**config.mk**
```make
export PLATFORM = sky130hd
export DESIGN_NAME = btn_conditioner
export DESIGN_NICKNAME = d
export VERILOG_FILES = /design/src/rtl/btn_conditioner.sv
export SDC_FILE = /design/constraint.sdc
export NUM_CORES = 1
export LEC_CHECK = 0
export ABC_AREA = 1
export CORE_MARGIN = 10
export CORE_UTILIZATION = 50
export CTS_BUF_LIST = sky130_fd_sc_hd__clkbuf_2 sky130_fd_sc_hd__clkbuf_4 sky130_fd_sc_hd__clkbuf_8
export DETAILED_ROUTE_END_ITERATION = 10
export DONT_BUFFER_PORTS = 1
export GPL_ROUTABILITY_DRIVEN = 0
export PLACE_DENSITY = 0.66
export SYNTH_ARGS = -nofsm -noshare
export SYNTH_HDL_FRONTEND = slang
export SYNTH_SLANG_ARGS = --single-unit
```
**constraint.sdc**
```tcl
create_clock -name clk -period 2 [get_ports clk]
set_input_delay 0.3 -clock clk [delete_from_list [all_inputs] [get_ports clk]]
set_output_delay 0.3 -clock clk [all_outputs]
set_load 0.03 [all_outputs]
```
**src/rtl/btn_conditioner.sv**
```systemverilog
// btn_conditioner: push-button front end. Brings an asynchronous pad into the
// clk domain, debounces it, and produces press, release and auto-repeat strobes.
//
// Ports:
//   clk          system clock
//   rst_n        synchronous reset, active low
//   btn_in       raw button pad (asynchronous, active high, bouncy)
//   btn_level    debounced, synchronised button level
//   btn_pulse    1-cycle strobe on debounced press and on each auto-repeat
//   btn_release  1-cycle strobe on debounced release
//   btn_repeat   high while auto-repeating
module btn_conditioner #(
  parameter int unsigned DEB_CYCLES    = 1_000_000,
  parameter int unsigned REPEAT_EN     = 1,
  parameter int unsigned REPEAT_DELAY  = 50_000_000,
  parameter int unsigned REPEAT_PERIOD = 10_000_000,
  parameter int unsigned CNT_W         = 31
) (
  input  logic clk,
  input  logic rst_n,
  input  logic btn_in,
  output logic btn_level,
  output logic btn_pulse,
  output logic btn_release,
  output logic btn_repeat
);

  localparam logic [CNT_W-1:0] DEB_T    = CNT_W'(DEB_CYCLES - 1);
  localparam logic [CNT_W-1:0] DELAY_T  = CNT_W'(REPEAT_DELAY - 1);
  localparam logic [CNT_W-1:0] PERIOD_T = CNT_W'(REPEAT_PERIOD - 1);

  typedef enum logic [1:0] {
    IDLE   = 2'd0,
    HOLD   = 2'd1,
    REPEAT = 2'd2
  } state_t;

  state_t           state;
  logic             s1, s2;
  logic [CNT_W-1:0] deb_cnt;
  logic [CNT_W-1:0] rep_cnt;
  logic             deb_done;
  logic             rise;
  logic             fall;

  // Level change accepted on this edge; the FSM reacts on the same edge so
  // press/release strobes line up with the btn_level transition.
  always_comb begin
    deb_done = (s2 != btn_level) && (deb_cnt == DEB_T);
    rise     = deb_done && s2;
    fall     = deb_done && !s2;
  end

  always_ff @(posedge clk) begin
    if (!rst_n) begin
      s1          <= 1'b0;
      s2          <= 1'b0;
      deb_cnt     <= '0;
      rep_cnt     <= '0;
      btn_level   <= 1'b0;
      btn_pulse   <= 1'b0;
      btn_release <= 1'b0;
      btn_repeat  <= 1'b0;
      state       <= IDLE;
    end else begin
      s1          <= btn_in;
      s2          <= s1;
      btn_pulse   <= 1'b0;
      btn_release <= 1'b0;

      // Debounce: count consecutive cycles that s2 disagrees with btn_level.
      if (s2 == btn_level) begin
        deb_cnt <= '0;
      end else if (deb_done) begin
        btn_level <= s2;
        deb_cnt   <= '0;
      end else begin
        deb_cnt <= deb_cnt + CNT_W'(1);
      end

      // Release takes priority over any repeat expiry on the same edge.
      if (fall) begin
        state       <= IDLE;
        rep_cnt     <= '0;
        btn_release <= 1'b1;
        btn_repeat  <= 1'b0;
      end else begin
        case (state)
          IDLE: begin
            if (rise) begin
              state     <= HOLD;
              rep_cnt   <= '0;
              btn_pulse <= 1'b1;
            end
          end
          HOLD: begin
            if (REPEAT_EN != 0) begin
              if (rep_cnt == DELAY_T) begin
                state      <= REPEAT;
                rep_cnt    <= '0;
                btn_pulse  <= 1'b1;
                btn_repeat <= 1'b1;
              end else begin
                rep_cnt <= rep_cnt + CNT_W'(1);
              end
            end
          end
          REPEAT: begin
            if (rep_cnt == PERIOD_T) begin
              rep_cnt   <= '0;
              btn_pulse <= 1'b1;
            end else begin
              rep_cnt <= rep_cnt + CNT_W'(1);
            end
          end
          default: begin
            state      <= IDLE;
            rep_cnt    <= '0;
            btn_repeat <= 1'b0;
          end
        endcase
      end
    end
  end

endmodule

```
==> flow_metrics.tcl, run 1 <==
set metrics [dict create \
    yosys_warnings 0 \
    antenna_found_initial 0 \
    cts_hold_buf 0 \
    fmax_ghz 0.5422 \
    path_clk_slew_ps 80 \
    place_ws_ps 2.332 \
    synthSimpleGateAreaFrac_pct 43.96 \
    drive_gt1_share_pct 8.836 \
    cp.depth 11 \
    timing.rr.end "rep_cnt[17]$_SDFFE_PP0P_" \
    syn-num-nets 700 \
    row_count 33 \
    synth.avg_cell_area_um2 6.142 \
    cp_slowest_cell "dfxtp_2" \
    cts-root-buf "clkbuf_8" \
    report.final.slew_viol_count 0 \
    synth-async-reset-ratio_pct 0 \
    post_drt_wl_per_cell_um 12.84 \
    cp.required_ps 2280 \
    num_antenna_cells 0 \
    port_buffers 0 \
    vias 4246 \
    grt_overflow 0 \
    setup_tns_ps 0 \
    r2r_slack_ps 160 \
    hp-start "rst_n" \
    nets 717 \
    critical_path_class "flop to flop" \
    fin_worst_skew_ps 14.52 \
    setup_slack_ps 155.5 \
    holdPathEnd "s2$_SDFF_PN0_" \
    cts.sinks 70 \
    synthMuxAreaShare_pct 0 \
    synth-edff-count 0 \
    crit_top_cell "nand2_1" \
    timing.rr.start "deb_cnt[1]$_SDFF_PP0_" \
    grt_max_degree 31 \
    holdPathStages 2 \
    cts_max_path_buffers 2 \
    fp.dieH_um 112.1 \
    cts_buffers 9 \
    total_power_mw 2.852 \
    p_leak_nw 1.878 \
    final_cell_area_um2 4792 \
    end_kind "flop" \
    irDropWorstVdd_v 0.0004970 \
    grtUsageMet1_pct 25.41 \
    worst_path_largest_cell_delay_ps 350 \
    dr.pass1.iters 5 \
    ioPinCount 7 \
    htree_levels 3 \
    r2r_cells 11 \
    synth_xor_area_share_pct 5.778 \
    powerDensity_nw_per_um2 595.2 \
    ys_ff_latch 70 \
    period_needed_ps 1845 \
    crit_buf_inv 1 \
    synthCells 691 \
    finalCritPeriodShare_pct 92.23 \
    grt_usage_pct 16.62 \
    grt_pass1_vias 3728 \
    clk_latency_ps 340 \
    drv_cap 0 \
    worst_pin_slew_ps 438.5 \
    crit_family "simple AND/OR/NAND/NOR gates" \
    crit_chain "ha_1 -> nand2_1 -> nor2_4 -> nand3_1 -> nor2_2 -> nand3_2 -> nand2_4 -> buf_12 -> nand2_1 -> xor2_1 -> nor2_1" \
    layout.cells.non_filler 818 \
    die_area_um2 12570 \
    drt.antenna.violating_nets 0 \
    crit_arrival_ps 2120 \
    top_usage_layer "met1" \
    synth_cell_types 32 \
    drc 0 \
    drt_iter0_drc 308 \
    ys.flop_type "dfxtp_1" \
    placed_cells 800 \
    synth_top_family_by_area "simple AND/OR/NAND/NOR gates" \
    hold_path.class "input pin to flop" \
    hpwl_mm 7.985 \
    yosysSeqAreaShare_pct 33.02 \
    core_um2 8258 \
    path_max_fanout 30 \
    setup_viol 0 \
    die_w_um 112.1 \
    routed_via_density 5.191 \
    synth_compound_area_share_pct 5.690 \
    cts_tree "yes" \
    wirelength_mm 10.51 \
    status "complete, no violations" \
    initial_utilization_pct 51.39 \
    max_slew_margin_pct 70.54 \
    startpoint_type "flop" \
    synth-adder-area-share_pct 1.769 \
    grt_util_met2_pct 22.48 \
    area_growth_pct 12.91 \
    place_area_um2 4438 \
    hold_viol 0 \
    grt_first_pass_wirelength_mm 17.86 \
    syn_area_um2 4244 \
    grt_use_met3_pct 3.248 \
]
state kept, by name, summed over array words and instances (netlist names):
signal,flops
rep_cnt,31
btn_pulse,1
btn_level,1
btn_release,1
state,2
deb_cnt,31
btn_repeat,1
s1,1
s2,1
synthesized netlist by cell type (2+ instances only):
cell      count  area, um2
nand3_2       2      20.02
nor2_2        3      18.77
inv_1        85      319.1
buf_2         5      25.02
xor2_1       25      219.0
xnor2_1       3      26.28
clkinv_1      2      7.510
nor2_1      133      499.2
nor4_1        3      18.77
nor3_1       20      100.1
dfxtp_1      70       1401
nand2_4       2      22.52
nand3b_1      3      22.52
nand2_1     186      698.2
clkbuf_1      4      15.01
buf_4         3      22.52
nand4_1      19      118.9
a21oi_1      34      170.2
o21ai_0       6      30.03
a31oi_1       2      12.51
nand3_1      64      320.3
ha_1          6      75.07
buf_6         2      22.52
final cells by class:
class                      count  area (um2)
sequential                    70        1404
multi-input combinational    519        2509
inverter                      88       336.6
clock inverter                 5       106.4
clock buffer                  11       138.9
timing repair buffer          20       166.4
tap                          105       131.4
fill                         849        3466
through the flow:
stage          hold slack [ps]  util, %
2_1_floorplan            390.0        -
3_3_place_gp             392.4    53.74
3_5_place_dp             396.6    53.74
4_1_cts                  43.39    56.77
5_1_grt                  44.51    58.03
6_report                 57.24    58.03
placed cells by master (no fill, tap or decap), types with 5 or more instances in the layout:
cell        n
nor3_1     15
xor2_1     25
nand2_1   184
nor3_2      5
nand4_1    19
clkbuf_8    9
ha_1        6
dfxtp_1    68
a21oi_1    34
o21ai_0     6
nor2_2      5
inv_1      83
nor2_1    128
nand3_1    63
buf_4      18
logic make-up after synthesis:
logic type | after synthesis
compound gates | 46
buf+inv | 102
flops | 70
fa+ha+maj | 6
simple gates | 439
xor+xnor | 28
power by group:
| group | switching, mW | total [mW] | internal [mW] |
|---|---|---|---|
| combinational | 0.0263 | 0.0380 | 0.0117 |
| clock | 0.556 | 1.42 | 0.862 |
| sequential | 0.00155 | 1.40 | 1.39 |
| total | 0.584 | 2.85 | 2.27 |
routing by layer:
metal / wire length [um] / vias to the layer above
met1: 5492 / 1882
met5: 0 / -
met2: 4174 / 130
li1: - / 2226
met3: 748 / 8
met4: 92 / 0
worst reg2reg max path, stage by stage (launching register included):
cell and delay [ps]:
dfxtp_2 350, ha_1 170, nand2_1 110, nor2_4 130, nand3_1 110, nor2_2 150
nand3_2 110, nand2_4 140, buf_12 190, nand2_1 90, xor2_1 150, nor2_1 100
worst max path at each step:
stage                     slack [ps]               startpoint                       end
after global placement            80  rep_cnt[0]$_SDFFE_PP0P_  rep_cnt[22]$_SDFFE_PP0P_
final                            160    deb_cnt[1]$_SDFF_PP0_  rep_cnt[17]$_SDFFE_PP0P_
after detailed placement           2    deb_cnt[1]$_SDFF_PP0_    deb_cnt[30]$_SDFF_PP0_
after global routing             -20    deb_cnt[1]$_SDFF_PP0_    deb_cnt[30]$_SDFF_PP0_
after floorplan                  170  rep_cnt[0]$_SDFFE_PP0P_   rep_cnt[4]$_SDFFE_PP0P_
after CTS                         20    deb_cnt[1]$_SDFF_PP0_    deb_cnt[28]$_SDFF_PP0_
repair_timing:
action,4_1_cts,5_1_grt
endpoints found under the setup margin,1,47
buffers inserted,0,2
gates resized for setup,2,23
pin swaps,0,2
Power figures use the tool's default switching activity.
==> run 2, diff against run 1 <==
--- a/config.mk
+++ b/config.mk
@@ -12,7 +12,8 @@
 export DETAILED_ROUTE_END_ITERATION = 10
 export DONT_BUFFER_PORTS = 1
 export GPL_ROUTABILITY_DRIVEN = 0
-export PLACE_DENSITY = 0.66
+export PLACE_DENSITY = 0.69
+export SKIP_LAST_GASP = 1
 export SYNTH_ARGS = -nofsm -noshare
 export SYNTH_HDL_FRONTEND = slang
 export SYNTH_SLANG_ARGS = --single-unit
==> run 2 against run 1 <==
Compared with the run above: clock-buffer cell count decreased by 2; core utilization fell by 0.71 points; power decreased by 7.9%; worst hold slack got worse by 20 ps; non-clock buffer count is 4 lower; fmax decreased by 1.6%; die area stayed put; register-to-register slack lost 30 ps; largest power group is now registers.
==> flow_metrics.tcl, run 2 (synthesis results as in run 1) <==
set metrics [dict create \
    path_clk_slew_ps 90 \
    initial_utilization_pct 51.39 \
    fin_worst_skew_ps 12.95 \
    layout.cells.non_filler 815 \
    drive_gt1_share_pct 8.310 \
    worst_pin_slew_ps 455.1 \
    port_buffers 0 \
    area_growth_pct 11.53 \
    report.final.slew_viol_count 0 \
    drv_cap 0 \
    max_slew_margin_pct 69.43 \
    die_w_um 112.1 \
    routed_via_density 5.226 \
    grt_usage_pct 16.01 \
    startpoint_type "flop" \
    core_um2 8258 \
    top_regs "deb_cnt x31, rep_cnt x31, state x2" \
    drt.antenna.violating_nets 0 \
    end_kind "flop" \
    setup_tns_ps 0 \
    cts.sinks 70 \
    antenna_found_initial 0 \
    grt_overflow 0 \
    path_max_fanout 5 \
    wirelength_mm 10.33 \
    vias 4259 \
    grt_pass1_vias 3694 \
    post_drt_wl_per_cell_um 12.67 \
    die_area_um2 12570 \
    status "complete, no violations" \
    htree_levels 3 \
    postCtsSetupRepairBufs 0 \
    setup_slack_ps 125.8 \
    grt_max_degree 34 \
    cp.required_ps 2290 \
    nets 714 \
    final_cell_mix "183 x nand2_1, 128 x nor2_1, 84 x inv_1, 67 x dfxtp_1, 64 x nand3_1" \
    clk_latency_ps 350 \
    dr.pass1.iters 7 \
    irDropWorstVdd_v 0.0004922 \
    hold_viol 0 \
    drt_iter0_drc 423 \
    ioPinCount 7 \
    fp.dieH_um 112.1 \
    placed_cells 797 \
    hold_path.class "input pin to flop" \
    crit_arrival_ps 2170 \
    setup_viol 0 \
    final_common_cell "nand2_1" \
    critical_path_class "flop to flop" \
    hpwl_mm 7.704 \
    grt_first_pass_wirelength_mm 17.35 \
    hold_slack_ps 37.42 \
    fmax_ghz 0.5336 \
    r2r_slack_ps 130 \
    period_needed_ps 1874 \
    finalCritPeriodShare_pct 93.71 \
    cts_max_path_buffers 2 \
    rsz0062_at_grt "true" \
    cts-root-buf "clkbuf_8" \
    p_leak_nw 1.844 \
    row_count 33 \
    drc 0 \
    total_power_mw 2.627 \
    place_ws_ps 53.04 \
    cts_tree "yes" \
    num_antenna_cells 0 \
    powerDensity_nw_per_um2 555.0 \
    cts_buffers 9 \
]
==> run 2: path summary, 6_finish.rpt <==
path                                    to                    start  depth (start not counted)
setup reg to reg  rep_cnt[22]$_SDFFE_PP0P_  rep_cnt[0]$_SDFFE_PP0P_                          9
hold reg to reg              s2$_SDFF_PN0_            s1$_SDFF_PN0_                          2
setup / recovery  rep_cnt[22]$_SDFFE_PP0P_  rep_cnt[0]$_SDFFE_PP0P_                          9
hold / removal               s1$_SDFF_PN0_                    rst_n                          2
==> run 2: where the power goes <==
part / total (mW) / internal [mW] / switching (mW)
registers: 1.40 / 1.39 / 0.00193
clock network: 1.19 / 0.589 / 0.601
logic: 0.0405 / 0.0130 / 0.0274
total: 2.63 / 2.00 / 0.631
==> run 2: worst max-delay path, stage by stage (launching register included) <==
cell and delay, ps:
dfxtp_1 360, ha_2 200, nand3_2 130, nor3_1 320, nand3_1 230, nor2_1 290, nand3_1 110, nand2_1 70
inv_1 30, nor2_1 80
==> run 2: stage by stage <==
stage	cell area [um2]	util, %
2_1_floorplan	4244	-
3_3_place_gp	4415	53.47
3_5_place_dp	4415	53.47
4_1_cts	4621	55.95
5_1_grt	4733	57.32
6_report	4733	57.32
==> run 2: metal layers <==
metal	GRT usage, %	vias to the layer above	routed length, um
li1	-	2218	-
met1	24.05	1904	5217
met2	22.67	127	4324
met3	2.822	10	684
met4	4.061	0	102
met5	0	-	0
==> run 2: repair_timing <==
action / in CTS / in global routing
endpoints found under the setup margin: 1 / 52
cloned: 0 / 2
pin swaps: 0 / 6
hold buffers: 0 / 0
gates resized for setup: 1 / 26
==> run 2: layout make-up <==
cell class,instances,area (um2)
Clock buffer,9,123.9
Timing Repair Buffer,16,133.9
Clock inverter,7,78.83
Sequential cell,70,1405
Fill cell,808,3525
Multi-Input combinational cell,520,2527
Inverter,88,332.8
Tap cell,105,131.4
